### config.mk
export PLATFORM = sky130hd
export DESIGN_NAME = redmule_tile_sched
export DESIGN_NICKNAME = d
export VERILOG_FILES = /design/src/rtl/redmule_pkg.sv /design/src/rtl/redmule_wrap_cnt.sv /design/src/rtl/redmule_tile_sched.sv
export SDC_FILE = /design/constraint.sdc
export NUM_CORES = 1
export LEC_CHECK = 0
export ABC_AREA = 1
export BUFFER_PORTS_ARGS = -buffer_cell sky130_fd_sc_hd__buf_2
export CORE_ASPECT_RATIO = 0.8
export CORE_MARGIN = 2
export CORE_UTILIZATION = 57
export DETAILED_ROUTE_END_ITERATION = 8
export PLACE_DENSITY = 0.81
export SYNTH_ARGS = -nofsm -noshare
export SYNTH_HDL_FRONTEND = slang
export SYNTH_SLANG_ARGS = --single-unit
### constraint.sdc
create_clock -name clk_i -period 6.7 [get_ports clk_i]
set_input_delay 1.675 -clock clk_i [delete_from_list [all_inputs] [get_ports clk_i]]
set_output_delay 1.675 -clock clk_i [all_outputs]
set_load 0.01 [all_outputs]
### src/rtl/redmule_pkg.sv
// -----------------------------------------------------------------------------
// redmule_pkg
// Shared types and geometry constants for the RedMulE tile-loop scheduler.
//   tile_sched_state_e : scheduler FSM states
//   tile_sched_cfg_t   : per-job iteration counts and leftovers
//   tile_cmd_t         : one tile command (indices, lengths, first/last-k flags)
//   TILE_M/N/K         : full tile sizes derived from the array geometry
// -----------------------------------------------------------------------------
package redmule_pkg;

    localparam int RM_ARRAY_HEIGHT = 32;
    localparam int RM_PIPE_REGS    = 1;
    localparam int RM_ITER_W       = 16;
    localparam int RM_LFT_W        = 8;

    // Full tile sizes: M rows, N columns, K depth.
    localparam int TILE_M = RM_ARRAY_HEIGHT * RM_PIPE_REGS;
    localparam int TILE_N = (RM_PIPE_REGS + 1) * RM_ARRAY_HEIGHT;
    localparam int TILE_K = RM_ARRAY_HEIGHT;

    // Length fields must hold the full size itself, hence the +1.
    localparam int M_LEN_W = $clog2(TILE_M) + 1;
    localparam int N_LEN_W = $clog2(TILE_N) + 1;
    localparam int K_LEN_W = $clog2(TILE_K) + 1;

    typedef enum logic [1:0] {
        IDLE  = 2'd0,
        ISSUE = 2'd1,
        DRAIN = 2'd2,
        DONE  = 2'd3
    } tile_sched_state_e;

    typedef struct packed {
        logic [RM_ITER_W-1:0] m_iters;
        logic [RM_ITER_W-1:0] n_iters;
        logic [RM_ITER_W-1:0] k_iters;
        logic [RM_LFT_W-1:0]  m_lftovr;
        logic [RM_LFT_W-1:0]  n_lftovr;
        logic [RM_LFT_W-1:0]  k_lftovr;
    } tile_sched_cfg_t;

    typedef struct packed {
        logic [RM_ITER_W-1:0] m_idx;
        logic [RM_ITER_W-1:0] n_idx;
        logic [RM_ITER_W-1:0] k_idx;
        logic [M_LEN_W-1:0]   m_len;
        logic [N_LEN_W-1:0]   n_len;
        logic [K_LEN_W-1:0]   k_len;
        logic                 first_k;
        logic                 last_k;
    } tile_cmd_t;

    // A job with an empty dimension has no tiles and is reported as an error.
    function automatic logic cfg_has_zero(input tile_sched_cfg_t cfg);
        return (cfg.m_iters == '0) || (cfg.n_iters == '0) || (cfg.k_iters == '0);
    endfunction

endpackage

### src/rtl/redmule_wrap_cnt.sv
// -----------------------------------------------------------------------------
// redmule_wrap_cnt
// Wrapping up-counter used as one level of the tile-loop nest.
//   clk_i, rst_i : clock, asynchronous active-high reset
//   clear_i      : synchronous clear to 0 (wins over en_i)
//   en_i         : advance by one; wraps to 0 after reaching max_i
//   max_i        : terminal count (iterations - 1)
//   cnt_o        : current count
//   wrap_o       : count is at its terminal value
//   carry_o      : advancing this cycle will wrap (en_i & wrap_o); feeds the
//                  enable of the next outer counter
// -----------------------------------------------------------------------------
module redmule_wrap_cnt #(
    parameter int W = 16
) (
    input  logic         clk_i,
    input  logic         rst_i,
    input  logic         clear_i,
    input  logic         en_i,
    input  logic [W-1:0] max_i,
    output logic [W-1:0] cnt_o,
    output logic         wrap_o,
    output logic         carry_o
);

    logic [W-1:0] cnt_reg;

    assign cnt_o   = cnt_reg;
    assign wrap_o  = (cnt_reg == max_i);
    assign carry_o = en_i & wrap_o;

    always_ff @(posedge clk_i or posedge rst_i) begin
        if (rst_i) begin
            cnt_reg <= '0;
        end else if (clear_i) begin
            cnt_reg <= '0;
        end else if (en_i) begin
            cnt_reg <= wrap_o ? '0 : cnt_reg + W'(1);
        end
    end

endmodule

### src/rtl/redmule_tile_sched.sv
// -----------------------------------------------------------------------------
// redmule_tile_sched
// Walks the (m, n, k) tile space of one RedMulE job, K innermost, issuing one
// tile command per tile and one Z-store request per completed output block.
// Tile issue is throttled so that at most MAX_PEND stores are outstanding.
//
// Ports
//   clk_i, rst_i          : clock, asynchronous active-high reset
//   clear_i               : synchronous soft clear (drops pending stores)
//   start_i               : job start, honoured only in IDLE
//   {m,n,k}_iters_i       : blocks per dimension (including a partial block)
//   {m,n,k}_lftovr_i      : size of the last block, 0 = full
//   tile_valid_o/ready_i  : tile command handshake
//   tile_{m,n,k}_o        : tile indices
//   tile_{m,n,k}_len_o    : tile extents (0 whenever tile_valid_o is low)
//   tile_first_k_o        : first K step, Y preload needed
//   tile_last_k_o         : last K step, a store follows
//   store_valid_o/ready_i : Z-store request handshake
//   store_cnt_o           : accepted stores in this job (saturating)
//   busy_o                : job in progress (any state but IDLE)
//   done_o                : one-cycle end-of-job pulse
//   cfg_err_o             : with done_o when an iteration count was zero
//
// Every output is a register or a function of registers only, so the ready
// inputs never reach an output combinationally.
// -----------------------------------------------------------------------------
module redmule_tile_sched
    import redmule_pkg::*;
#(
    parameter int ARRAY_HEIGHT = RM_ARRAY_HEIGHT,
    parameter int PIPE_REGS    = RM_PIPE_REGS,
    parameter int ARRAY_WIDTH  = ARRAY_HEIGHT * PIPE_REGS,
    parameter int TILE         = (PIPE_REGS + 1) * ARRAY_HEIGHT,
    parameter int ITER_W       = RM_ITER_W,
    parameter int LFT_W        = RM_LFT_W,
    parameter int MAX_PEND     = 2
) (
    input  logic                             clk_i,
    input  logic                             rst_i,
    input  logic                             clear_i,
    input  logic                             start_i,
    input  logic [ITER_W-1:0]                m_iters_i,
    input  logic [ITER_W-1:0]                n_iters_i,
    input  logic [ITER_W-1:0]                k_iters_i,
    input  logic [LFT_W-1:0]                 m_lftovr_i,
    input  logic [LFT_W-1:0]                 n_lftovr_i,
    input  logic [LFT_W-1:0]                 k_lftovr_i,
    output logic                             tile_valid_o,
    input  logic                             tile_ready_i,
    output logic [ITER_W-1:0]                tile_m_o,
    output logic [ITER_W-1:0]                tile_n_o,
    output logic [ITER_W-1:0]                tile_k_o,
    output logic [$clog2(ARRAY_WIDTH):0]     tile_m_len_o,
    output logic [$clog2(TILE):0]            tile_n_len_o,
    output logic [$clog2(ARRAY_HEIGHT):0]    tile_k_len_o,
    output logic                             tile_first_k_o,
    output logic                             tile_last_k_o,
    output logic                             store_valid_o,
    input  logic                             store_ready_i,
    output logic [ITER_W-1:0]                store_cnt_o,
    output logic                             busy_o,
    output logic                             done_o,
    output logic                             cfg_err_o
);

    localparam int ML_W   = $clog2(ARRAY_WIDTH) + 1;
    localparam int NL_W   = $clog2(TILE) + 1;
    localparam int KL_W   = $clog2(ARRAY_HEIGHT) + 1;
    localparam int PEND_W = $clog2(MAX_PEND + 1);

    // Loop levels, innermost first.
    localparam int LVL_K = 0;
    localparam int LVL_N = 1;
    localparam int LVL_M = 2;

    tile_sched_state_e state_reg;
    tile_sched_cfg_t   cfg_reg;
    tile_sched_cfg_t   cfg_in;
    logic [PEND_W-1:0] pend_reg;
    logic [PEND_W-1:0] pend_next;
    logic [ITER_W-1:0] store_cnt_reg;
    logic              tile_valid_reg;
    logic              busy_reg;
    logic              done_reg;
    logic              cfg_err_reg;

    logic              tile_hs;
    logic              store_hs;
    logic              store_push;
    logic              last_tile;
    logic              cnt_clear;

    logic [ITER_W-1:0] cnt_val [3];
    logic [ITER_W-1:0] cnt_max [3];
    logic [2:0]        cnt_en;
    logic [2:0]        cnt_wrap;
    logic [2:0]        cnt_carry;

    tile_cmd_t         cmd;

    assign cfg_in.m_iters  = m_iters_i;
    assign cfg_in.n_iters  = n_iters_i;
    assign cfg_in.k_iters  = k_iters_i;
    assign cfg_in.m_lftovr = m_lftovr_i;
    assign cfg_in.n_lftovr = n_lftovr_i;
    assign cfg_in.k_lftovr = k_lftovr_i;

    assign tile_hs    = tile_valid_reg & tile_ready_i;
    assign store_hs   = (pend_reg != '0) & store_ready_i;
    // A handshake on the last K step closes an output block.
    assign store_push = tile_hs & cnt_wrap[LVL_K];
    // Carry out of the outermost level only happens on the final tile.
    assign last_tile  = cnt_carry[LVL_M];
    // Starting a job rewinds the loop nest as well as a soft clear does.
    assign cnt_clear  = clear_i | ((state_reg == IDLE) & start_i);

    assign cnt_max[LVL_K] = cfg_reg.k_iters - ITER_W'(1);
    assign cnt_max[LVL_N] = cfg_reg.n_iters - ITER_W'(1);
    assign cnt_max[LVL_M] = cfg_reg.m_iters - ITER_W'(1);

    // ---------------------------------------------------------------------
    // Loop nest: k advances on every tile handshake, each outer level on the
    // carry of the level inside it.
    // ---------------------------------------------------------------------
    generate
        for (genvar gi = 0; gi < 3; gi++) begin : g_loop
            if (gi == 0) begin : g_inner
                assign cnt_en[gi] = tile_hs;
            end else begin : g_outer
                assign cnt_en[gi] = cnt_carry[gi-1];
            end

            redmule_wrap_cnt #(
                .W (ITER_W)
            ) u_cnt (
                .clk_i   (clk_i),
                .rst_i   (rst_i),
                .clear_i (cnt_clear),
                .en_i    (cnt_en[gi]),
                .max_i   (cnt_max[gi]),
                .cnt_o   (cnt_val[gi]),
                .wrap_o  (cnt_wrap[gi]),
                .carry_o (cnt_carry[gi])
            );
        end
    endgenerate

    // ---------------------------------------------------------------------
    // Tile extents: the last block of a dimension uses its leftover if one
    // was given. Leftovers are zero-extended before narrowing so any LFT_W
    // works against any length width.
    // ---------------------------------------------------------------------
    logic [LFT_W+ML_W-1:0] m_lft_ext;
    logic [LFT_W+NL_W-1:0] n_lft_ext;
    logic [LFT_W+KL_W-1:0] k_lft_ext;
    logic                  m_partial;
    logic                  n_partial;
    logic                  k_partial;

    assign m_lft_ext = {{ML_W{1'b0}}, cfg_reg.m_lftovr};
    assign n_lft_ext = {{NL_W{1'b0}}, cfg_reg.n_lftovr};
    assign k_lft_ext = {{KL_W{1'b0}}, cfg_reg.k_lftovr};

    assign m_partial = cnt_wrap[LVL_M] & (cfg_reg.m_lftovr != '0);
    assign n_partial = cnt_wrap[LVL_N] & (cfg_reg.n_lftovr != '0);
    assign k_partial = cnt_wrap[LVL_K] & (cfg_reg.k_lftovr != '0);

    always_comb begin
        cmd         = '0;
        cmd.m_idx   = cnt_val[LVL_M];
        cmd.n_idx   = cnt_val[LVL_N];
        cmd.k_idx   = cnt_val[LVL_K];
        cmd.m_len   = m_partial ? m_lft_ext[ML_W-1:0] : ML_W'(ARRAY_WIDTH);
        cmd.n_len   = n_partial ? n_lft_ext[NL_W-1:0] : NL_W'(TILE);
        cmd.k_len   = k_partial ? k_lft_ext[KL_W-1:0] : KL_W'(ARRAY_HEIGHT);
        cmd.first_k = (cnt_val[LVL_K] == '0);
        cmd.last_k  = cnt_wrap[LVL_K];
    end

    // Command fields are forced to 0 whenever no command is offered. The
    // counters only move on a handshake, so a stalled command stays stable.
    assign tile_valid_o   = tile_valid_reg;
    assign tile_m_o       = tile_valid_reg ? cmd.m_idx   : '0;
    assign tile_n_o       = tile_valid_reg ? cmd.n_idx   : '0;
    assign tile_k_o       = tile_valid_reg ? cmd.k_idx   : '0;
    assign tile_m_len_o   = tile_valid_reg ? cmd.m_len   : '0;
    assign tile_n_len_o   = tile_valid_reg ? cmd.n_len   : '0;
    assign tile_k_len_o   = tile_valid_reg ? cmd.k_len   : '0;
    assign tile_first_k_o = tile_valid_reg & cmd.first_k;
    assign tile_last_k_o  = tile_valid_reg & cmd.last_k;

    assign store_valid_o  = (pend_reg != '0);
    assign store_cnt_o    = store_cnt_reg;
    assign busy_o         = busy_reg;
    assign done_o         = done_reg;
    assign cfg_err_o      = cfg_err_reg;

    // Outstanding stores: a push and a pop in the same cycle cancel out.
    always_comb begin
        pend_next = pend_reg;
        if (store_push && !store_hs) begin
            pend_next = pend_reg + PEND_W'(1);
        end else if (!store_push && store_hs) begin
            pend_next = pend_reg - PEND_W'(1);
        end
    end

    // ---------------------------------------------------------------------
    // Control FSM with registered outputs. tile_valid is computed from the
    // next pending count so issue resumes the cycle after a store drains a
    // slot, and never drops while a command is offered and not taken
    // (pending only grows through a handshake).
    // ---------------------------------------------------------------------
    always_ff @(posedge clk_i or posedge rst_i) begin
        if (rst_i) begin
            state_reg      <= IDLE;
            cfg_reg        <= '0;
            pend_reg       <= '0;
            store_cnt_reg  <= '0;
            tile_valid_reg <= 1'b0;
            busy_reg       <= 1'b0;
            done_reg       <= 1'b0;
            cfg_err_reg    <= 1'b0;
        end else if (clear_i) begin
            state_reg      <= IDLE;
            cfg_reg        <= '0;
            pend_reg       <= '0;
            store_cnt_reg  <= '0;
            tile_valid_reg <= 1'b0;
            busy_reg       <= 1'b0;
            done_reg       <= 1'b0;
            cfg_err_reg    <= 1'b0;
        end else begin
            pend_reg    <= pend_next;
            done_reg    <= 1'b0;
            cfg_err_reg <= 1'b0;
            if (store_hs && (store_cnt_reg != '1)) begin
                store_cnt_reg <= store_cnt_reg + ITER_W'(1);
            end

            case (state_reg)
                IDLE: begin
                    if (start_i) begin
                        cfg_reg       <= cfg_in;
                        store_cnt_reg <= '0;
                        busy_reg      <= 1'b1;
                        if (cfg_has_zero(cfg_in)) begin
                            state_reg   <= DONE;
                            done_reg    <= 1'b1;
                            cfg_err_reg <= 1'b1;
                        end else begin
                            state_reg      <= ISSUE;
                            tile_valid_reg <= 1'b1;
                        end
                    end
                end
                ISSUE: begin
                    if (last_tile) begin
                        state_reg      <= DRAIN;
                        tile_valid_reg <= 1'b0;
                    end else begin
                        tile_valid_reg <= (pend_next < PEND_W'(MAX_PEND));
                    end
                end
                DRAIN: begin
                    if (pend_reg == '0) begin
                        state_reg <= DONE;
                        done_reg  <= 1'b1;
                    end
                end
                DONE: begin
                    state_reg <= IDLE;
                    busy_reg  <= 1'b0;
                end
                default: begin
                    state_reg <= IDLE;
                end
            endcase
        end
    end

endmodule

* Yosys cells after proc, flatten, opt, wreduce, memory -nomap -nowiden *
Index checks and enable logic that the tools add are counted.
Widths: inputs -> output; s select.

cells by class
  bitwise gates (word level) = 12
  eq/ne operators = 11
  muxes and demuxes = 49
  $add $sub $neg = 9
  reductions and logical operators = 28
  $lt $le $gt $ge = 1

operators with widths
  kind                   count
  $mux 16                16
  $mux 72                3
  $add 16x1->16 const B  4
  $logic_not 16->1       4
  $eq 16x16->1           3
  $sub 16x1->16 const B  3
  $mux 6                 4
  $reduce_bool 8->1      3
  $mux 2                 8
  $ne 16x16->1 const B   1
  $mux 7                 2
  $mux 1                 12
  $reduce_bool 2->1      6
  $and 1x1->1            11
  $ne 3x3->1 const B     3
  $pmux 2 s4             1
  $pmux 1 s2             3
  $reduce_and 3->1       2
  $reduce_bool 3->1      2
  $eq 2x2->1 const B     2
  $logic_not 2->1        2
  $reduce_and 2->1       2
  $logic_and 1x1->1      3
  $ne 3x2->1 const B     1
  other kinds (7)        9

storage, ports and cells
  flip-flop bits (word level) = 144
  word-level logic and storage cells = 126
  output and inout bits = 90

* Longest topological paths before layout *
Gate-level depths: netlist of the first run.

  depth after elaboration = 11
  depth in mapped cells = 19
  gate-level depth less buffers = 19

* By module *
Synthesis of the first run repeated with hierarchy kept, for this count alone.

unflattened totals
  cells, all modules = 1,457
  area total of the unflattened synthesis = 9,665.5 µm²

by module, submodules not included
  module              times used  seq. area each (µm²)  area each (µm²)  cells each
  redmule_tile_sched  1           2,402.3               5,896.9          845
  redmule_wrap_cnt    3           400.4                 1,256.2          204

* Worst setup path before layout of the first run *
No wires, ideal clock.

  path type = flip-flop to output port
  from = reg cfg_reg[56] (netlist name)
  to = out tile_m_len_o[5]
  stages on the path, launching flop included = 15
  required time = 5.025 ns
  slack = 2.874 ns
  data arrival time = 2.151 ns
  cells stage by stage = dfrtp_1 -> inv_1 -> ha_1 -> nand3_2 -> nor3_1 -> nand2_1 -> nor2_1 -> xor2_1 -> nor2_1 -> nand3_2 -> nor2_4 -> buf_6 -> nand3_1 -> nand2_1 -> inv_1

on the way
  cells in the longest elaborated chain, start to end = 5

ends and longest elaborated chain
  element                 line                       RTL
  from (decl)             redmule_tile_sched.sv:77   tile_sched_cfg_t cfg_reg;
  from (signal assigned)  redmule_tile_sched.sv:244  cfg_reg <= cfg_in;
  $sub 16x1->16           redmule_tile_sched.sv:119  assign cnt_max[LVL_M] = cfg_reg.m_iters - ITER_W'(1);
  $eq 16x16->1            redmule_wrap_cnt.sv:29     assign wrap_o = (cnt_reg == max_i);
  $and 1x1->1             redmule_tile_sched.sv:164  assign m_partial = cnt_wrap[LVL_M] & (cfg_reg.m_lftovr != '0);
  $mux 6                  redmule_tile_sched.sv:173  cmd.m_len = m_partial ? m_lft_ext[ML_W-1:0] : ML_W'(ARRAY_WIDTH);
  $mux 6                  redmule_tile_sched.sv:186  assign tile_m_len_o = tile_valid_reg ? cmd.m_len : '0;
  to (decl)               redmule_tile_sched.sv:53   output logic [$clog2(ARRAY_WIDTH):0] tile_m_len_o,

Every way passes these cells.

* Worst setup path after layout of the first run *
Same ends and word-level chain as after synthesis.

==> run_results.csv, run 1 <==
group,metric,value,unit
run_status,status,"complete, no violations",
placement,place_area,10400,sq um
layout,largest_reg_flops,72,
cts,path_clk_slew,0.07,ns
timing,clock.fmax,203,MHz
timing,finalCriticalPeriod,4.92,ns
power,peakVddDrop,0.210,mV
layout,final_layout_size_suffix_gt1_share,16.6,%
layout,final_nets,1555,
logic_synthesis,syn-num-nets,1406,
drt,drtIter0Drc,854,
cts,ctsHoldBuffers,0,
cts,cts_tree,"done",
global_route,grt_overflow_total,0,
drt,num_vias,9143,
job,maxCapViolations,0,
timing,hold_viol,0,
die,design.die.area,17600,sq um
min_path,worstHoldPathCells,2,
timing,grt_setup_unrepaired,"no",
cts,clk_latency,0.44,ns
timing,fin_crit_sh,73.5,%
setup_path,worstSetupPathType,"reg2out",
cts,cts_max_path_buffers,2,
placement,place_inst,1660,
logic_synthesis,synth.distinct_cells,53,
min_path,hold_class,"reg2reg",
power,powerDensity,303,nW/um^2
global_route,grt_pass1_wl,41700,um
logic_synthesis,synth-compound-area-share,9.40,%
global_route,antenna_found_initial,0,
timing,finalSetupViolCount,0,
timing,whs,0.496,ns
setup_path,rr_startpoint,"cfg_reg[40]",
layout,syn2layout_area_growth,16.3,%
setup_path,start_kind,"flip-flop",
setup_path,crit_required,5.03,ns
timing,worst_slew_pin_slew,0.904,ns
layout,final_common_cell,"nand2_1",
logic_synthesis,synth-seq-cells,144,
setup_path,arrival,3.25,ns
timing,skew,0.0134,ns
layout,nFillCells,1349,
layout,antenna_cells,0,
placement,place_congestion,0.988,
setup_path,cp_max_fo,17,
power,finalPower,0.00331,W
die,io-pin-count,168,
logic_synthesis,syn_area,9410,sq um
power,p_leak,5.90,nW
placement,numPortBuffers,167,
drt,wl_per_cell,15.0,um
die,initial_core_util,59.0,%
global_route,grt_pass1_vias,8406,
die,die_h,119,um
die,die_w,148,um
logic_synthesis,synth_top_family_by_area,"simple AND/OR/NAND/NOR gates",
logic_synthesis,muxShareOfSynthArea,0,%
placement,post-dp-hpwl,18600,um
logic_synthesis,synthSimpleGateAreaFrac,31.2,%
drt,drc,0,
cts,htree_levels,4,
setup_path,critPathLaunch,"cfg_reg[56]",
layout,final_cell_area,10900,sq um
layout,fin_cells,1692,
drt,first_pass_iters,6,
cts,cts.repair.resized,0,
timing,slew_headroom,39.2,%
timing,finalMaxSlewViolations,0,
logic_synthesis,synth_xor_area_share,8.71,%
timing,finalSetupTns,0,ns
die,num_rows,41,
logic_synthesis,synthAdderAreaFrac,1.73,%
global_route,grt_max_degree,83,
logic_synthesis,seq_area_frac_synth,38.3,%
cts,cts_root_buf,"clkbuf_16",
setup_path,end_kind,"primary output",
setup_path,ff2ff_path_depth,14,
layout,final_cell_mix,"nand2_1, inv_1, buf_2, nor2_1, dfrtp_1",
logic_synthesis,synth_warnings,0,
min_path,hold_start,"cfg_reg[39]",
drt,finalWirelength,25300,um
logic_synthesis,syn_area_per_cell,7.15,sq um
logic_synthesis,synthesis.instances,1315,
cts,cts_buffers,17,
cts,cts_setup_buffers,0,
die,core,16000,sq um
drt,ant_nets,0,
global_route,grt_usage,29.6,%
drt,viasPerCell,5.40,
cts,clock_sinks,144,
## synthesized netlist by cell type (all sizes together)
cell type / number / area (sq um)
nand2: 316 / 1200
inv: 211 / 797
nor2: 158 / 664
dfrtp: 144 / 3600
nand3: 79 / 433
o21ai: 79 / 399
xor2: 70 / 613
nor3: 49 / 262
clkbuf: 30 / 114
nand4: 25 / 163
o22ai: 22 / 138
xnor2: 21 / 184
a21oi: 18 / 90.1
nor4: 18 / 113
a22o: 14 / 123
ha: 13 / 163
buf: 12 / 85.1
or2: 9 / 56.3
a31oi: 4 / 25.0
and2: 4 / 25.0
a22oi: 2 / 15.0
clkinv: 2 / 7.51
nand3b: 2 / 15.0
o211a: 2 / 20.0
o211ai: 2 / 15.0
nor3b: 1 / 7.51
o2111ai: 1 / 8.76
o21a: 1 / 7.51
o21bai: 1 / 7.51
o221a: 1 / 11.3
o221ai: 1 / 8.76
o311ai: 1 / 8.76
o31ai: 1 / 7.51
xnor3: 1 / 22.5
## final timing paths
check / end / slack (ns)
setup / recovery: tile_m_len_o[5] / 1.78
hold / removal: cfg_reg[39] / 0.50
setup reg to reg: g_loop[2].u_cnt.cnt_o[6] / 3.68
hold reg to reg: cfg_reg[39] / 0.50
max in group asynchronous: tile_valid_o / 4.01
min in group asynchronous: store_cnt_o[14] / 1.37
## report_power, final
| group | total (W) | switching (W) | internal [W] | leakage, nW |
|---|---|---|---|---|
| logic | 0.00127 | 0.000836 | 0.000432 | 3.65 |
| clock network | 0.000945 | 0.000441 | 0.000504 | 0.283 |
| registers | 0.00110 | 0.000128 | 0.000974 | 1.97 |
| total | 0.00331 | 0.00140 | 0.00191 | 5.90 |
## layout make-up
cell class                      count  area [sq um]  area share, %
Multi-Input combinational cell    916          4820           44.0
Sequential cell                   144          3600           32.9
Timing Repair Buffer              172           873           7.98
Inverter                          213           810           7.40
Clock buffer                       18           439           4.01
Tap cell                          215           269           2.46
Clock inverter                     14           134           1.22
## cells by family (layout without fill, tap and decap cells)
group	count (synthesis)	after routing
flip-flops	144	144
AO/OA/AOI/OAI	150	150
XOR/XNOR	92	92
adder cells (fa/ha/maj)	13	13
AND/OR/NAND/NOR	661	661
buffers and inverters	255	417
## metrics by stage
stage | util (%) | setup slack, ns
5_1_grt | 68.6 | 1.54
3_5_place_dp | 65.0 | 2.33
3_3_place_gp | 65.0 | 2.46
2_1_floorplan | - | 1.16
6_report | 68.6 | 1.78
4_1_cts | 68.6 | 1.85
## layer usage
metal | vias up | track usage [%] | share of wire (%)
met1 | 4177 | 43.1 | 45
li1 | 4477 | - | -
met4 | 0 | 9.38 | 2.1
met2 | 443 | 43.9 | 42
met3 | 46 | 6.78 | 10
met5 | - | 0 | 0
## critical path, cell delays in order (launching register included)
cell	delay [ns]
dfrtp_1	0.38
inv_1	0.16
ha_1	0.24
nand3_2	0.16
nor3_1	0.35
nand2_1	0.13
nor2_1	0.22
xor2_1	0.09
nor2_1	0.13
nand3_2	0.12
nor2_4	0.39
nand3_1	0.17
nand2_1	0.10
inv_1	0.04
buf_2	0.13
No activity file was read; power rests on OpenSTA's default activity.
==> inputs of run 2 (changes only) <==
==> constraint.sdc (replaced) <==
create_clock -name clk_i -period 5 [get_ports clk_i]
set_input_delay 1.25 -clock clk_i [delete_from_list [all_inputs] [get_ports clk_i]]
set_output_delay 1.25 -clock clk_i [all_outputs]
set_load 0.01 [all_outputs]
==> run_results.csv, run 2 (same netlist as run 1, synthesis figures left out) <==
group,metric,value,unit
power,powerDensity,398,nW/um^2
drt,dr_wl_met2,10900,um
drt,wl_met3,2560,um
die,design.die.area,17600,sq um
setup_path,arrival,3.17,ns
cts,cts_tree,"done",
drt,maxUsedRoutingLayer,"met5",
die,initial_core_util,59.0,%
drt,first_pass_iters,5,
global_route,grt_pass1_wl,41300,um
die,die_h,119,um
cts,cts_max_path_buffers,2,
setup_path,crit_required,3.75,ns
placement,dp_slack,1.10,ns
cts,cts_root_buf,"clkbuf_16",
drt,wl_per_cell,15.0,um
cts,htree_levels,4,
timing,fin_crit_sh,88.4,%
timing,worst_slew_pin_slew,1.03,ns
power,p_leak,5.89,nW
setup_path,crit_path_top_delay_cell,"nor2_4",
power,peakVddDrop,0.247,mV
job,maxCapViolations,0,
setup_path,cp_max_fo,17,
drt,viasPerCell,5.46,
layout,largest_reg_flops,72,
layout,antenna_cells,0,
setup_path,slowest_delay,0.40,ns
global_route,antenna_found_initial,1,
timing,skew,0.00967,ns
cts,clock_sinks,144,
placement,place_area,10400,sq um
timing,slew_headroom,31.5,%
setup_path,cp.depth,14,
global_route,grt_max_degree,55,
setup_path,ff2ff_path_depth,14,
setup_path,cp_top_family,"simple AND/OR/NAND/NOR gates",
setup_path,rrSetupSlack,2.02,ns
layout,final_layout_size_suffix_gt1_share,16.5,%
placement,post-dp-hpwl,18600,um
global_route,grt_pass1_vias,8293,
min_path,hold_class,"reg2reg",
cts,clk_latency,0.44,ns
drt,drtIter0Drc,882,
layout,nFillCells,1387,
layout,final_cell_mix,"nand2_1, inv_1, buf_2, nor2_1, dfrtp_1",
die,num_rows,41,
timing,finalCriticalPeriod,4.42,ns
cts,ctsHoldBuffers,0,
timing,clock.fmax,226,MHz
timing,worst_slack,0.578,ns
setup_path,crit_chain,"inv_1 > ha_1 > nand3_2 > nor3_1 > nand2_1 > nor2_1 > xor2_1 > nor2_1 > nand3_2 > nor2_4 > nand3_1 > nand2_1 > inv_1 > buf_2",
layout,final_common_cell,"nand2_1",
die,core,16000,sq um
setup_path,end_kind,"primary output",
cts,path_clk_slew,0.06,ns
drt,ant_nets,0,
timing,hold_viol,0,
min_path,worstHoldPathCells,2,
timing,finalSetupViolCount,0,
global_route,grt_usage,29.6,%
setup_path,start_kind,"flip-flop",
setup_path,cp.buffers_inverters,3,
setup_path,worstSetupPathType,"reg2out",
timing,grt_setup_unrepaired,"no",
die,die_w,148,um
timing,finalMaxSlewViolations,0,
timing,finalSetupTns,0,ns
layout,final_nets,1556,
run_status,status,"complete, no violations",
cts,cts_buffers,17,
drt,finalWirelength,25400,um
die,io-pin-count,168,
global_route,grt_overflow_total,0,
cts,cts.repair.resized,0,
placement,place_congestion,0.976,
layout,syn2layout_area_growth,16.4,%
drt,wl_met1,11400,um
drt,drc,0,
cts,cts_setup_buffers,0,
layout,final_cell_area,11000,sq um
placement,numPortBuffers,167,
drt,num_vias,9233,
run 2: cell types whose count changed in the layout (fill, tap and decap cells not counted):
cell        change
clkbuf_8        +1
buf_4           -1
bufinv_16       +1
clkbuf_1        +1
buf_12          +2
inv_8           -5
clkinvlp_4      +3
clkinv_4        -1
inv_6           -7
clkinv_2        +6
run 2: metrics by stage:
stage / util [%] / instances / hold slack (ns) / total power (W)
floorplan: - / 1315 / 0.443 / 0.00274
global placement: 65.2 / 1661 / 0.457 / 0.00310
detailed placement: 65.2 / 1661 / 0.467 / 0.00314
CTS: 68.6 / 1692 / 0.482 / 0.00435
global route: 68.6 / 1692 / 0.519 / 0.00467
finish: 68.6 / 1692 / 0.478 / 0.00436
run 2: worst paths after layout:
path	startpoint	end
worst max register to register	cfg_reg[40]	g_loop[2].u_cnt.cnt_o[6]
worst min register to register	cfg_reg[5]	cfg_reg[5]
max in group asynchronous	rst_i	g_loop[2].u_cnt.cnt_o[15]
min in group asynchronous	rst_i	g_loop[0].u_cnt.cnt_o[12]
worst min-delay path	cfg_reg[5]	cfg_reg[5]
worst max-delay path	cfg_reg[56]	tile_m_len_o[5]
run 2: report_power, final:
part	total (W)	switching (W)	internal [W]
Sequential	0.00148	0.000171	0.00131
Clock	0.00120	0.000498	0.000701
Combinational	0.00168	0.00110	0.000580
Total	0.00436	0.00177	0.00259
run 2: area by class of cell:
type | instances | area (sq um) | area share, %
flip-flops and latches | 144 | 3600 | 32.9
well taps | 215 | 269 | 2.46
repair buffers | 173 | 906 | 8.27
inverters | 213 | 808 | 7.38
clock inverters | 11 | 91.3 | 0.834
multi-input cells | 916 | 4820 | 44.0
clock buffers | 20 | 457 | 4.17
run 2: worst min-delay path: stages, from the launching register on:
cell     delay [ns]
dfrtp_1        0.34
nand2_1        0.05
nand2_1        0.05
run 2: per-layer routing:
metal	vias up	track usage, %
li1	4481	-
met1	4274	42.7
met2	429	43.7
met3	47	7.36
met4	2	9.86
met5	-	0
==> inputs of run 3 (changes only) <==
==> constraint.sdc (replaced) <==
create_clock -name clk_i -period 4.5 [get_ports clk_i]
set_input_delay 1.125 -clock clk_i [delete_from_list [all_inputs] [get_ports clk_i]]
set_output_delay 1.125 -clock clk_i [all_outputs]
set_load 0.01 [all_outputs]
==> run_results.csv, run 3 (same netlist as run 1, synthesis figures left out) <==
group,metric,value,unit
run_status,status,"complete, no violations",
drt,ant_nets,0,
drt,wl_per_cell,15.3,um
setup_path,start_kind,"flip-flop",
cts,clk_latency,0.43,ns
layout,nFillCells,1318,
timing,slew_headroom,41.9,%
power,powerDensity,458,nW/um^2
drt,drc,0,
layout,final_layout_size_suffix_gt1_share,16.6,%
die,core,16000,sq um
setup_path,crit_chain,"inv_1 > ha_1 > nand3_2 > nor3_1 > xor2_1 > inv_1 > nand4_1 > nor3_1 > nand4_1 > nor3_1 > nand2_1 > nor2_1 > buf_2",
timing,hold_viol,0,
cts,path_clk_slew,0.06,ns
cts,ctsHoldBuffers,0,
drt,first_pass_iters,6,
placement,place_congestion,0.989,
die,die_h,119,um
setup_path,cpMostUsedCell,"nor3_1",
die,initial_core_util,59.0,%
layout,syn2layout_area_growth,17.4,%
drt,drtIter0Drc,884,
global_route,grt_usage,30.0,%
cts,cts_tree,"done",
timing,finalMaxSlewViolations,0,
cts,htree_levels,4,
layout,final_nets,1559,
die,design.die.area,17600,sq um
power,peakVddDrop,0.288,mV
die,io-pin-count,168,
timing,fin_crit_sh,92.1,%
timing,finalSetupViolCount,0,
min_path,hold_class,"reg2reg",
layout,largest_reg_flops,72,
layout,antenna_cells,0,
placement,post-dp-hpwl,19200,um
drt,num_vias,9298,
setup_path,arrival,3.02,ns
timing,clock.fmax,241,MHz
global_route,grt_pass1_wl,42500,um
setup_path,worstSetupPathType,"reg2out",
timing,finalCriticalPeriod,4.15,ns
cts,cts_buffers,17,
timing,skew,0.0126,ns
global_route,grt_pass1_vias,8553,
power,p_clk_share,30.1,%
power,seq_power_share,32.6,%
die,num_rows,41,
setup_path,rrSetupSlack,1.44,ns
timing,worst_slew_pin_slew,0.861,ns
cts,cts_root_buf,"clkbuf_16",
job,maxCapViolations,0,
layout,final_common_cell,"nand2_1",
setup_path,end_kind,"primary output",
placement,numPortBuffers,167,
global_route,antenna_found_initial,1,
cts,cts_max_path_buffers,2,
global_route,grt_overflow_total,0,
layout,final_cell_mix,"nand2_1, inv_1, buf_2, nor2_1, dfrtp_1",
setup_path,cp_max_fo,6,
cts,cts.repair.resized,0,
layout,final_core_util,69.2,%
die,die_w,148,um
power,p_leak,5.94,nW
timing,finalSetupTns,0,ns
setup_path,crit_path_top_delay_cell,"dfrtp_1",
cts,cts_setup_buffers,0,
drt,finalWirelength,26000,um
global_route,grt_max_degree,58,
power,p_sw,0.00199,W
cts,clock_sinks,144,
power,swShare,39.3,%
power,power_frac_comb,37.3,%
power,p_int,0.00306,W
setup_path,crit_required,3.38,ns
drt,viasPerCell,5.49,
setup_path,slowest_delay,0.37,ns
timing,grt_setup_unrepaired,"no",
-- run 3: path summary, 6_finish.rpt --
check                             start  cells past startpoint                        end
max                         cfg_reg[56]                     13            tile_m_len_o[4]
min                          cfg_reg[5]                      2                 cfg_reg[5]
max reg2reg                state_reg[0]                      9                 cfg_reg[9]
min reg2reg                  cfg_reg[5]                      2                 cfg_reg[5]
max in group asynchronous         rst_i                      3                cfg_reg[47]
min in group asynchronous         rst_i                      2  g_loop[0].u_cnt.cnt_o[12]
-- run 3: area by class of cell --
cell class                      instances  area, sq um  share of cell area, %
Clock inverter                          9          158                   1.43
Tap cell                              215          269                   2.44
Clock buffer                           21          470                   4.26
Timing Repair Buffer                  176          916                   8.29
Inverter                              213          808                   7.32
Sequential cell                       144         3600                   32.6
Multi-Input combinational cell        916         4820                   43.6
-- run 3: stage by stage --
| stage | area, sq um | hold WS, ns | power (W) | std cells | setup slack [ns] |
|---|---|---|---|---|---|
| global placement | 10400 | 0.454 | 0.00346 | 1664 | 0.923 |
| CTS | 11000 | 0.475 | 0.00503 | 1694 | 0.357 |
| detailed placement | 10400 | 0.460 | 0.00350 | 1664 | 0.862 |
| floorplan | 9410 | 0.443 | 0.00304 | 1315 | 1.22 |
| finish | 11000 | 0.480 | 0.00505 | 1694 | 0.353 |
| global route | 11000 | 0.509 | 0.00537 | 1694 | 0.0862 |
-- run 3: power groups by stage --
stage	sequential, W	combinational, W	clock, W
floorplan	0.00159	0.00145	0
global placement	0.00165	0.00181	0
detailed placement	0.00166	0.00184	0
CTS	0.00164	0.00186	0.00153
global route	0.00167	0.00211	0.00159
finish	0.00165	0.00189	0.00152
-- run 3: per-layer routing --
layer	routed length [um]	up-vias	GRT usage [%]
met2	11100	469	43.9
met5	13	-	0
met4	543	2	8.71
met3	2620	52	7.36
li1	-	4485	-
met1	11700	4290	44.2
-- run 3: critical path: cells and delay by family, from the launching register on --
family	cells	cell delay [ns]
fa+ha+maj	1	0.23
xor+xnor	1	0.14
simple gates	8	1.47
buf+inv	3	0.37
flops	1	0.37
